===== src/rtl/ipf_pkg.sv =====
// Shared constants, parameter-word layout, FSM states and image address packing
// for the IPF LCU feeder.
package ipf_pkg;

    localparam int LCU_SIZE     = 16;
    localparam int LOG_SIZE     = 4;
    localparam int IMG_W        = 128;
    localparam int LCU_PIX      = LCU_SIZE * LCU_SIZE;
    localparam int LCUS_PER_ROW = IMG_W / LCU_SIZE;

    localparam int PAR_TYPE_LSB = 22;
    localparam int PAR_BAND_LSB = 17;
    localparam int PAR_WO_BIT   = 16;
    localparam int PAR_OFF_LSB  = 0;

    typedef enum logic [2:0] {
        IDLE,
        PARAM,
        PLOAD,
        STREAM,
        ADV,
        WAITF,
        DONE
    } feeder_state_e;

    // Image is stored row-major, so an LCU pixel lands at {lcu_y,row,lcu_x,col}.
    function automatic logic [13:0] pack_img_addr(input logic [2:0] lcu_y,
                                                   input logic [3:0] row,
                                                   input logic [2:0] lcu_x,
                                                   input logic [3:0] col);
        return {lcu_y, row, lcu_x, col};
    endfunction

endpackage


===== src/rtl/ipf_skid_fifo2.sv =====
// Two-entry, 8-bit skid FIFO that absorbs the image SRAM read latency while
// the filter applies backpressure.
module ipf_skid_fifo2 (
    input  logic       clk,
    input  logic       reset_n,
    input  logic       push,
    input  logic       pop,
    input  logic [7:0] wdata,
    output logic [1:0] count,
    output logic [7:0] head
);

    logic [7:0] mem0_q, mem0_d;
    logic [7:0] mem1_q, mem1_d;
    logic       rd_ptr_q, rd_ptr_d;
    logic       wr_ptr_q, wr_ptr_d;
    logic [1:0] count_q, count_d;

    always_comb begin
        mem0_d   = mem0_q;
        mem1_d   = mem1_q;
        rd_ptr_d = rd_ptr_q;
        wr_ptr_d = wr_ptr_q;
        if (push) begin
            if (wr_ptr_q) begin
                mem1_d = wdata;
            end else begin
                mem0_d = wdata;
            end
            wr_ptr_d = ~wr_ptr_q;
        end
        if (pop) begin
            rd_ptr_d = ~rd_ptr_q;
        end
        count_d = count_q + {1'b0, push} - {1'b0, pop};
    end

    always_ff @(posedge clk or negedge reset_n) begin
        if (!reset_n) begin
            mem0_q   <= '0;
            mem1_q   <= '0;
            rd_ptr_q <= 1'b0;
            wr_ptr_q <= 1'b0;
            count_q  <= '0;
        end else begin
            mem0_q   <= mem0_d;
            mem1_q   <= mem1_d;
            rd_ptr_q <= rd_ptr_d;
            wr_ptr_q <= wr_ptr_d;
            count_q  <= count_d;
        end
    end

    assign count = count_q;
    assign head  = rd_ptr_q ? mem1_q : mem0_q;

endmodule


===== src/rtl/ipf_lcu_feeder.sv =====
// Streams a 128x128 image to the in-loop filter as 64 16x16 LCUs with their
// per-LCU filter parameters, honouring busy backpressure.
module ipf_lcu_feeder
    import ipf_pkg::*;
(
    input  logic        clk,
    input  logic        reset_n,
    input  logic        start,
    output logic [13:0] img_addr,
    output logic        img_ren,
    input  logic [7:0]  img_rdata,
    output logic [5:0]  par_addr,
    output logic        par_ren,
    input  logic [23:0] par_rdata,
    input  logic        busy,
    input  logic        finish,
    output logic        in_en,
    output logic [7:0]  din,
    output logic [1:0]  ipf_type,
    output logic [4:0]  ipf_band_pos,
    output logic        ipf_wo_class,
    output logic [15:0] ipf_offset,
    output logic [2:0]  lcu_x,
    output logic [2:0]  lcu_y,
    output logic [1:0]  lcu_size,
    output logic        done
);

    feeder_state_e state_q, state_d;

    logic [2:0]            lcu_x_q, lcu_x_d;
    logic [2:0]            lcu_y_q, lcu_y_d;
    logic [2*LOG_SIZE:0]   fetch_cnt_q, fetch_cnt_d;
    logic [2*LOG_SIZE-1:0] pix_cnt_q, pix_cnt_d;
    logic                  inflight_q, inflight_d;
    logic [1:0]            type_q, type_d;
    logic [4:0]            band_q, band_d;
    logic                  wo_q, wo_d;
    logic [15:0]           offset_q, offset_d;
    logic                  done_q, done_d;

    logic [1:0] fifo_count;
    logic [7:0] fifo_head;
    logic       transfer;
    logic       fetch_open;
    logic       issue;
    logic       last_pix;
    logic       last_lcu;

    ipf_skid_fifo2 u_fifo (
        .clk     (clk),
        .reset_n (reset_n),
        .push    (inflight_q),
        .pop     (transfer),
        .wdata   (img_rdata),
        .count   (fifo_count),
        .head    (fifo_head)
    );

    assign in_en      = (state_q == STREAM) && (fifo_count != 2'd0);
    assign transfer   = in_en && !busy;
    assign fetch_open = (state_q == STREAM) && (fetch_cnt_q != (2*LOG_SIZE+1)'(LCU_PIX));
    // A pop in this cycle frees a slot, which is what sustains one pixel per cycle.
    assign issue      = fetch_open &&
                        (({1'b0, fifo_count} + {2'b00, inflight_q} - {2'b00, transfer}) < 3'd2);
    assign last_pix   = transfer && (pix_cnt_q == (2*LOG_SIZE)'(LCU_PIX - 1));
    assign last_lcu   = (lcu_x_q == 3'd7) && (lcu_y_q == 3'd7);

    always_comb begin
        state_d     = state_q;
        lcu_x_d     = lcu_x_q;
        lcu_y_d     = lcu_y_q;
        fetch_cnt_d = fetch_cnt_q;
        pix_cnt_d   = pix_cnt_q;
        inflight_d  = issue;
        type_d      = type_q;
        band_d      = band_q;
        wo_d        = wo_q;
        offset_d    = offset_q;
        done_d      = done_q;
        if (issue) begin
            fetch_cnt_d = fetch_cnt_q + 1'b1;
        end
        if (transfer) begin
            pix_cnt_d = pix_cnt_q + 1'b1;
        end
        case (state_q)
            IDLE: begin
                if (start) state_d = PARAM;
            end
            PARAM: state_d = PLOAD;
            PLOAD: begin
                type_d   = par_rdata[PAR_TYPE_LSB +: 2];
                band_d   = par_rdata[PAR_BAND_LSB +: 5];
                wo_d     = par_rdata[PAR_WO_BIT];
                offset_d = par_rdata[PAR_OFF_LSB +: 16];
                state_d  = STREAM;
            end
            STREAM: begin
                if (last_pix) begin
                    fetch_cnt_d = '0;
                    state_d     = last_lcu ? WAITF : ADV;
                end
            end
            ADV: begin
                if (lcu_x_q == 3'(LCUS_PER_ROW - 1)) begin
                    lcu_x_d = 3'd0;
                    lcu_y_d = lcu_y_q + 3'd1;
                end else begin
                    lcu_x_d = lcu_x_q + 3'd1;
                end
                state_d = PARAM;
            end
            WAITF: begin
                if (finish) begin
                    done_d  = 1'b1;
                    state_d = DONE;
                end
            end
            DONE: begin
                if (start) begin
                    done_d  = 1'b0;
                    lcu_x_d = 3'd0;
                    lcu_y_d = 3'd0;
                    state_d = PARAM;
                end
            end
            default: state_d = IDLE;
        endcase
    end

    always_ff @(posedge clk or negedge reset_n) begin
        if (!reset_n) begin
            state_q     <= IDLE;
            lcu_x_q     <= '0;
            lcu_y_q     <= '0;
            fetch_cnt_q <= '0;
            pix_cnt_q   <= '0;
            inflight_q  <= 1'b0;
            type_q      <= '0;
            band_q      <= '0;
            wo_q        <= 1'b0;
            offset_q    <= '0;
            done_q      <= 1'b0;
        end else begin
            state_q     <= state_d;
            lcu_x_q     <= lcu_x_d;
            lcu_y_q     <= lcu_y_d;
            fetch_cnt_q <= fetch_cnt_d;
            pix_cnt_q   <= pix_cnt_d;
            inflight_q  <= inflight_d;
            type_q      <= type_d;
            band_q      <= band_d;
            wo_q        <= wo_d;
            offset_q    <= offset_d;
            done_q      <= done_d;
        end
    end

    assign img_ren      = issue;
    assign img_addr     = pack_img_addr(lcu_y_q, fetch_cnt_q[7:4], lcu_x_q, fetch_cnt_q[3:0]);
    assign par_ren      = (state_q == PARAM);
    assign par_addr     = {lcu_y_q, lcu_x_q};
    assign din          = fifo_head;
    assign ipf_type     = type_q;
    assign ipf_band_pos = band_q;
    assign ipf_wo_class = wo_q;
    assign ipf_offset   = offset_q;
    assign lcu_x        = lcu_x_q;
    assign lcu_y        = lcu_y_q;
    assign lcu_size     = 2'd0;
    assign done         = done_q;

endmodule


===== config.mk =====
export PLATFORM = sky130hd
export DESIGN_NAME = ipf_lcu_feeder
export DESIGN_NICKNAME = d
export VERILOG_FILES = /design/src/rtl/ipf_pkg.sv /design/src/rtl/ipf_skid_fifo2.sv /design/src/rtl/ipf_lcu_feeder.sv
export SDC_FILE = /design/constraint.sdc
export NUM_CORES = 1
export LEC_CHECK = 0
export CORE_ASPECT_RATIO = 2
export CORE_MARGIN = 10
export CORE_UTILIZATION = 51
export DETAILED_ROUTE_END_ITERATION = 7
export GPL_ROUTABILITY_DRIVEN = 1
export PLACE_DENSITY = 0.85
export SETUP_SLACK_MARGIN = 0.15
export SLEW_MARGIN = 10
export SYNTH_ARGS = -nofsm -noshare
export SYNTH_HDL_FRONTEND = slang
export SYNTH_SLANG_ARGS = --single-unit

===== constraint.sdc =====
create_clock -name clk -period 4.5 [get_ports clk]
set_input_delay 0.45 -clock clk [delete_from_list [all_inputs] [get_ports clk]]
set_output_delay 0.45 -clock clk [all_outputs]
set_load 0.01 [all_outputs]

==> impl_metrics.yaml, run 1 <==
logic_synthesis:
  synth_area_um2: 3440
  yosysWarnings: 0
  yosysSeqAreaShare_pct: 52.3
  synth.top_cell.area_share_pct: 52.3
  syn_inst: 282
  synth.distinct_cells: 43
  synth_top_cell_by_area: "dfrtp_1"
  ys_seq_elements: 72
  synth_area_leaders: "dfrtp_1 (52%), mux2_2 (16%), buf_4 (5.0%)"
  avgSynthCellArea_um2: 12.2
routing:
  vias_per_cell: 5.31
  first_pass_iters: 4
  drc_errors: 0
  vias: 2421
  routed_wl_mm: 7.96
  routedWlPerCell_um: 17.4
  ant_nets: 0
  first_iter_violations: 201
critical_path:
  cp-end-kind: "primary output"
  critPathKind: "reg -> out"
  timing.rr.start: "state_q[1]"
  r2r_slack_ns: 1.16
  worst-path-stages: 12
  r2r_cells: 12
  cp-start-kind: "register"
  r2r_end: "fetch_cnt_q[4]"
  path_buf_inv: 4
  cp_max_fo: 11
  crit_start: "state_q[1]"
  crit_path_cell_trace: "nand3b_4, nor3_2, buf_4, ha_1, inv_1, ha_1, inv_1, fa_1, nand4b_4, or2_1, nor2_1, clkdlybuf4s50_1"
  crit_required_ns: 4.05
  crit_family: "simple AND/OR/NAND/NOR gates"
  cp_slowest_cell: "dfrtp_1"
  cp_data_arrival_time_ns: 3.61
  slowest_delay_ns: 0.56
finish:
  drive_gt1_share_pct: 20.7
  n_antenna_cell: 0
  layout.nets: 410
  syn2layout_area_growth_pct: 35.6
  finish.utilization_pct: 70.5
grt:
  antenna_found_initial: 0
  grt_pass1_wl_mm: 13.2
  grt_pass1_vias: 2717
  gr-total-overflow: 0
  grt_max_degree: 44
  grtUsageTotal_pct: 15.7
clock_network:
  post_cts_resized: 0
  cts_tree: "done"
  ctsHoldBuffers: 0
  clk_transition_reported_paths_ns: 0.06
  numCtsBuffers: 9
  clockBufferDepth: 2
  post-cts-setup-buffers: 0
  cts_root_buffer: "clkbuf_16"
  clkLatencyLatePin_ns: 0.33
  cts-htree-levels: 3
  cts.sinks: 72
timing:
  fin_tns_setup_ns: 0
  fin_crit_sh_pct: 90.2
  finalMaxSlewViolations: 0
  rsz0062_at_grt: "false"
  tightest_slew_ns: 1.14
  max-slew-margin-rel_pct: 23.8
  max_freq_mhz: 246
  hold_viol_final: 0
  fin_crit_ns: 4.06
  setup_viol: 0
  fin_worst_skew_ns: 0.00532
run_status:
  status: "finished clean"
floorplan:
  placementRows: 42
  io_pins: 101
  dieArea_um2: 10600
  dieWidth_um: 78.1
  start_util_pct: 52.0
  dieHeight_um: 136
  core_area_um2: 6620
placed_design:
  io_buffer_count: 98
  hpwl_mm: 6.18
  gp_congestion: 0.839
power:
  powerDensity_nw_per_um2: 544
  leakagePower_nw: 2.08
  max-vdd-ir-drop_uv: 361
  power_mw: 2.54
worst_hold_path:
  hold_class: "in -> async"
job:
  maxCapViolations: 0
cells by family (layout without fill, tap and decap cells):
logic type | count (synthesis) | after routing | share of synthesized area (%)
compound gates | 31 | 31 | 5.59
mux | 49 | 49 | 16.0
other cells | 1 | 2 | 0.109
flops | 72 | 72 | 52.3
fa+ha+maj | 10 | 10 | 3.85
xor+xnor | 11 | 11 | 2.80
simple gates | 67 | 67 | 11.6
buf+inv | 41 | 126 | 7.74
cells in the final DEF (no fill, tap or decap), types with 3 or more instances in the layout:
cell type / count
nor2_1: 10
nand3_1: 10
inv_1: 10
or3_1: 4
nand2_1: 14
ha_1: 9
a21oi_1: 8
nand4_1: 6
bufinv_16: 3
nor4_1: 4
mux2_2: 49
xnor2_1: 4
clkbuf_16: 9
dfrtp_1: 71
clkdlybuf4s50_1: 97
xor2_1: 7
a22o_1: 3
o21ai_0: 11
how the worst max path moves through the flow:
stage                          end  slack, ns
floorplan           fetch_cnt_q[3]       1.44
global placement           img_ren       0.64
detailed placement         img_ren       0.58
CTS                        img_ren       0.35
global route               img_ren       0.20
finish                     img_ren       0.44
synth_stat cells:
cell       n
fa_1       1
a22o_1     3
a221o_1    1
nand3_1   10
buf_2      3
nand3b_4   1
nor4_1     4
a31oi_1    1
conb_1     1
and4_1     2
nand4_1    6
nor3_1     1
o31ai_1    2
or2b_1     1
and2b_2    1
a21oi_2    1
nor3_2     2
o211ai_1   1
a21o_1     2
o21ai_0   11
a21oi_1    8
and2_1     1
buf_4     23
xnor2_1    4
nor2b_1    2
mux2_2    49
nor2_1    11
xor2_1     7
nor3b_1    1
and2b_1    1
ha_1       9
clkbuf_1   2
buf_6      3
dfrtp_1   72
nand2b_1   1
or3_1      4
o41ai_1    1
or4_4      1
nand2_1   14
or4_1      1
or2_1      1
inv_1     10
nand4b_4   1
power by group:
| part | internal, mW | leakage [nW] | switching (mW) |
|---|---|---|---|
| sequential | 0.800 | 0.914 | 0.133 |
| combinational | 0.443 | 0.994 | 0.350 |
| clock | 0.556 | 0.170 | 0.259 |
| total | 1.80 | 2.08 | 0.742 |
worst reg2reg max path: cells and delay by family, from the launching register on:
| kind | cells | cell delay, ns |
|---|---|---|
| simple gates | 5 | 1.33 |
| fa+ha+maj | 3 | 0.92 |
| flops | 1 | 0.56 |
| buf+inv | 3 | 0.27 |
| compound gates | 1 | 0.19 |
area by class of cell:
class	instances	area (um^2)
Timing Repair Buffer	100	991
Clock buffer	11	243
Multi-Input combinational cell	170	1380
Clock inverter	5	104
Inverter	10	37.5
Sequential cell	72	1800
Fill cell	491	1950
Tap cell	88	110
stage by stage:
step	hold WS [ns]	instances	cell area [um^2]	setup slack (ns)
6_report	0.259	456	4670	0.443
5_1_grt	0.318	456	4670	0.198
4_1_cts	0.290	456	4670	0.352
3_5_place_dp	0.460	440	4320	0.584
3_3_place_gp	0.463	440	4320	0.641
2_1_floorplan	0.154	283	3450	1.44
state kept, by name, indices dropped and copies added, names as in the netlist:
signal           cells
done                 1
ipf_band_pos         5
lcu_y                3
u_fifo.mem0_q        8
ipf_offset          16
state_q              3
pix_cnt_q            8
u_fifo.wr_ptr_q      1
u_fifo.count         2
fetch_cnt_q          9
lcu_x                3
u_fifo.rd_ptr_q      1
ipf_wo_class         1
u_fifo.mem1_q        8
inflight_q           1
ipf_type             2
per-layer routing:
metal  vias to the layer above  part of all wire, %  track usage (%)
met1                      1187                   34             14.8
li1                       1137                    -                -
met3                        14                  6.5             5.09
met5                         -                    0                0
met2                        83                   57             28.6
met4                         0                  2.9             8.82
No activity file was read; power rests on OpenSTA's default activity.
==> inputs of run 2 (changes only) <==
--- a/config.mk
+++ b/config.mk
@@ -5,6 +5,7 @@
 export SDC_FILE = /design/constraint.sdc
 export NUM_CORES = 1
 export LEC_CHECK = 0
+export CAP_MARGIN = 40
 export CORE_ASPECT_RATIO = 2
 export CORE_MARGIN = 10
 export CORE_UTILIZATION = 51
==> constraint.sdc (replaced) <==
create_clock -name clk -period 4.5 [get_ports clk]
set_input_delay 0.45 -clock clk [delete_from_list [all_inputs] [get_ports clk]]
set_output_delay 0.45 -clock clk [all_outputs]
set_load 0.005 [all_outputs]
==> run 2 against run 1 <==
Compared with the run above:
- count of clock-buffer cells in the layout increased by 3
- register-to-register slack got worse by 0.05 ns
- routed wire length unchanged
- utilization decreased by 0.23 points
- setup slack got worse by 0.081 ns
- global-route usage about the same
- clock skew increased by 0.0036 ns
- non-clock buffer count increased by 1
- critical path type unchanged
- largest cell class unchanged
==> impl_metrics.yaml, run 2 (synthesis gave the netlist of run 1 again) <==
grt:
  antenna_found_initial: 0
  grtUsageTotal_pct: 15.7
  gr-total-overflow: 0
  grt_pass1_vias: 2704
  grt_max_degree: 28
  globalRouteMet2Util_pct: 29.5
  met1_usage_pct: 14.8
  grt_pass1_wl_mm: 13.3
  use_met3_pct: 5.42
  grt_busiest_layer: "met2"
clock_network:
  clkLatencyLatePin_ns: 0.33
  post-cts-setup-buffers: 0
  cts_root_buffer: "clkbuf_16"
  cts-htree-levels: 3
  clk_transition_reported_paths_ns: 0.06
  clockBufferDepth: 2
  cts_tree: "done"
  cts.sinks: 72
  numCtsBuffers: 9
routing:
  first_iter_violations: 140
  vias_per_cell: 5.29
  drc_errors: 0
  vias: 2419
  routedWlPerCell_um: 17.4
  routed_wl_mm: 7.96
  ant_nets: 0
  first_pass_iters: 4
power:
  powerDensity_nw_per_um2: 516
  max-vdd-ir-drop_uv: 476
  leakagePower_nw: 2.06
critical_path:
  timing.rr.start: "state_q[0]"
  cp-start-kind: "register"
  critPathKind: "reg -> out"
  cp_data_arrival_time_ns: 3.69
  cp-end-kind: "primary output"
  cp_max_fo: 11
  crit_path_cell_trace: "nand3b_4, nor3_4, ha_1, inv_1, ha_1, inv_1, fa_1, nand4b_4, or2_1, nor2_1, clkdlybuf4s50_1"
  crit_start: "state_q[0]"
  crit_required_ns: 4.05
  slowest_delay_ns: 0.57
  cp_slowest_cell: "dfrtp_1"
timing:
  max_freq_mhz: 242
  tightest_slew_ns: 0.809
  fin_tns_setup_ns: 0
  fin_crit_ns: 4.14
  rsz0062_at_grt: "false"
  finalMaxSlewViolations: 0
  fin_worst_skew_ns: 0.00887
  whs_ns: 0.0885
  max-slew-margin-rel_pct: 45.8
  fin_crit_sh_pct: 92.0
  setup_viol: 0
  hold_viol_final: 0
finish:
  syn2layout_area_growth_pct: 35.2
  n_antenna_cell: 0
  multi_input_area_um2: 1390
  register_area_um2: 1800
  layout.nets: 411
  final_cell_mix: "clkdlybuf4s50_1 (97), dfrtp_1 (71), mux2_2 (49)"
  largest_register_ffs: 16
  layout_commonest_cell: "clkdlybuf4s50_1"
  fillers: 518
  drive_gt1_share_pct: 20.3
floorplan:
  placementRows: 42
  core_area_um2: 6620
  dieArea_um2: 10600
  dieHeight_um: 136
  start_util_pct: 52.0
  io_pins: 101
  dieWidth_um: 78.1
run_status:
  status: "finished clean"
worst_hold_path:
  hold_class: "in -> async"
placed_design:
  io_buffer_count: 98
  gp_congestion: 0.796
  hpwl_mm: 6.26
job:
  maxCapViolations: 0
-- run 2: final timing paths --
path / cells past startpoint / slack, ns / end
max: 11 / 0.36 / img_ren
min: 1 / 0.09 / lcu_x[0]
max reg2reg: 11 / 1.11 / fetch_cnt_q[4]
min reg2reg: 1 / 0.47 / pix_cnt_q[2]
max in group asynchronous: 3 / 3.50 / fetch_cnt_q[4]
min in group clk: 1 / 0.47 / pix_cnt_q[2]
-- run 2: layout make-up --
| cell class | instances | share of cell area (%) |
|---|---|---|
| flip-flops and latches | 72 | 38.7 |
| multi-input cells | 170 | 29.8 |
| repair buffers | 101 | 21.8 |
| clock buffers | 14 | 5.67 |
| well taps | 88 | 2.36 |
| clock inverters | 2 | 0.806 |
| inverters | 10 | 0.806 |
-- run 2: power breakdown --
part	internal (mW)	total, mW	switching, mW
clock	0.460	0.712	0.252
sequential	0.800	0.933	0.133
combinational	0.440	0.757	0.316
-- run 2: worst max-delay path: cells and delay by family, from the launching register on --
kind	cells	cell delay, ns
AND/OR/NAND/NOR	5	1.18
buffers and inverters	3	0.64
flip-flops	1	0.57
adder cells (fa/ha/maj)	3	0.97
-- run 2: repair_timing --
action                                  in CTS  in global routing
resized for setup                            0                  2
endpoints found under the setup margin       0                  1
hold buffers                                 0                  0
-- run 2: routing by layer --
layer	routed length (um)	share of wire [%]
met1	2720	34
met2	4570	57
met3	521	6.5
met4	149	1.9
met5	0	0
-- run 2: per-stage QoR --
stage | power, mW | worst slack, ns | instance area (um^2) | util, % | std cells
6_report | 2.40 | 0.362 | 4660 | 70.3 | 457
4_1_cts | 2.43 | 0.186 | 4650 | 70.2 | 457
3_3_place_gp | 1.67 | 0.543 | 4320 | 65.2 | 439
2_1_floorplan | 1.41 | 1.44 | 3450 | - | 283
3_5_place_dp | 1.71 | 0.408 | 4350 | 65.6 | 441
5_1_grt | 2.55 | 0.174 | 4660 | 70.3 | 457
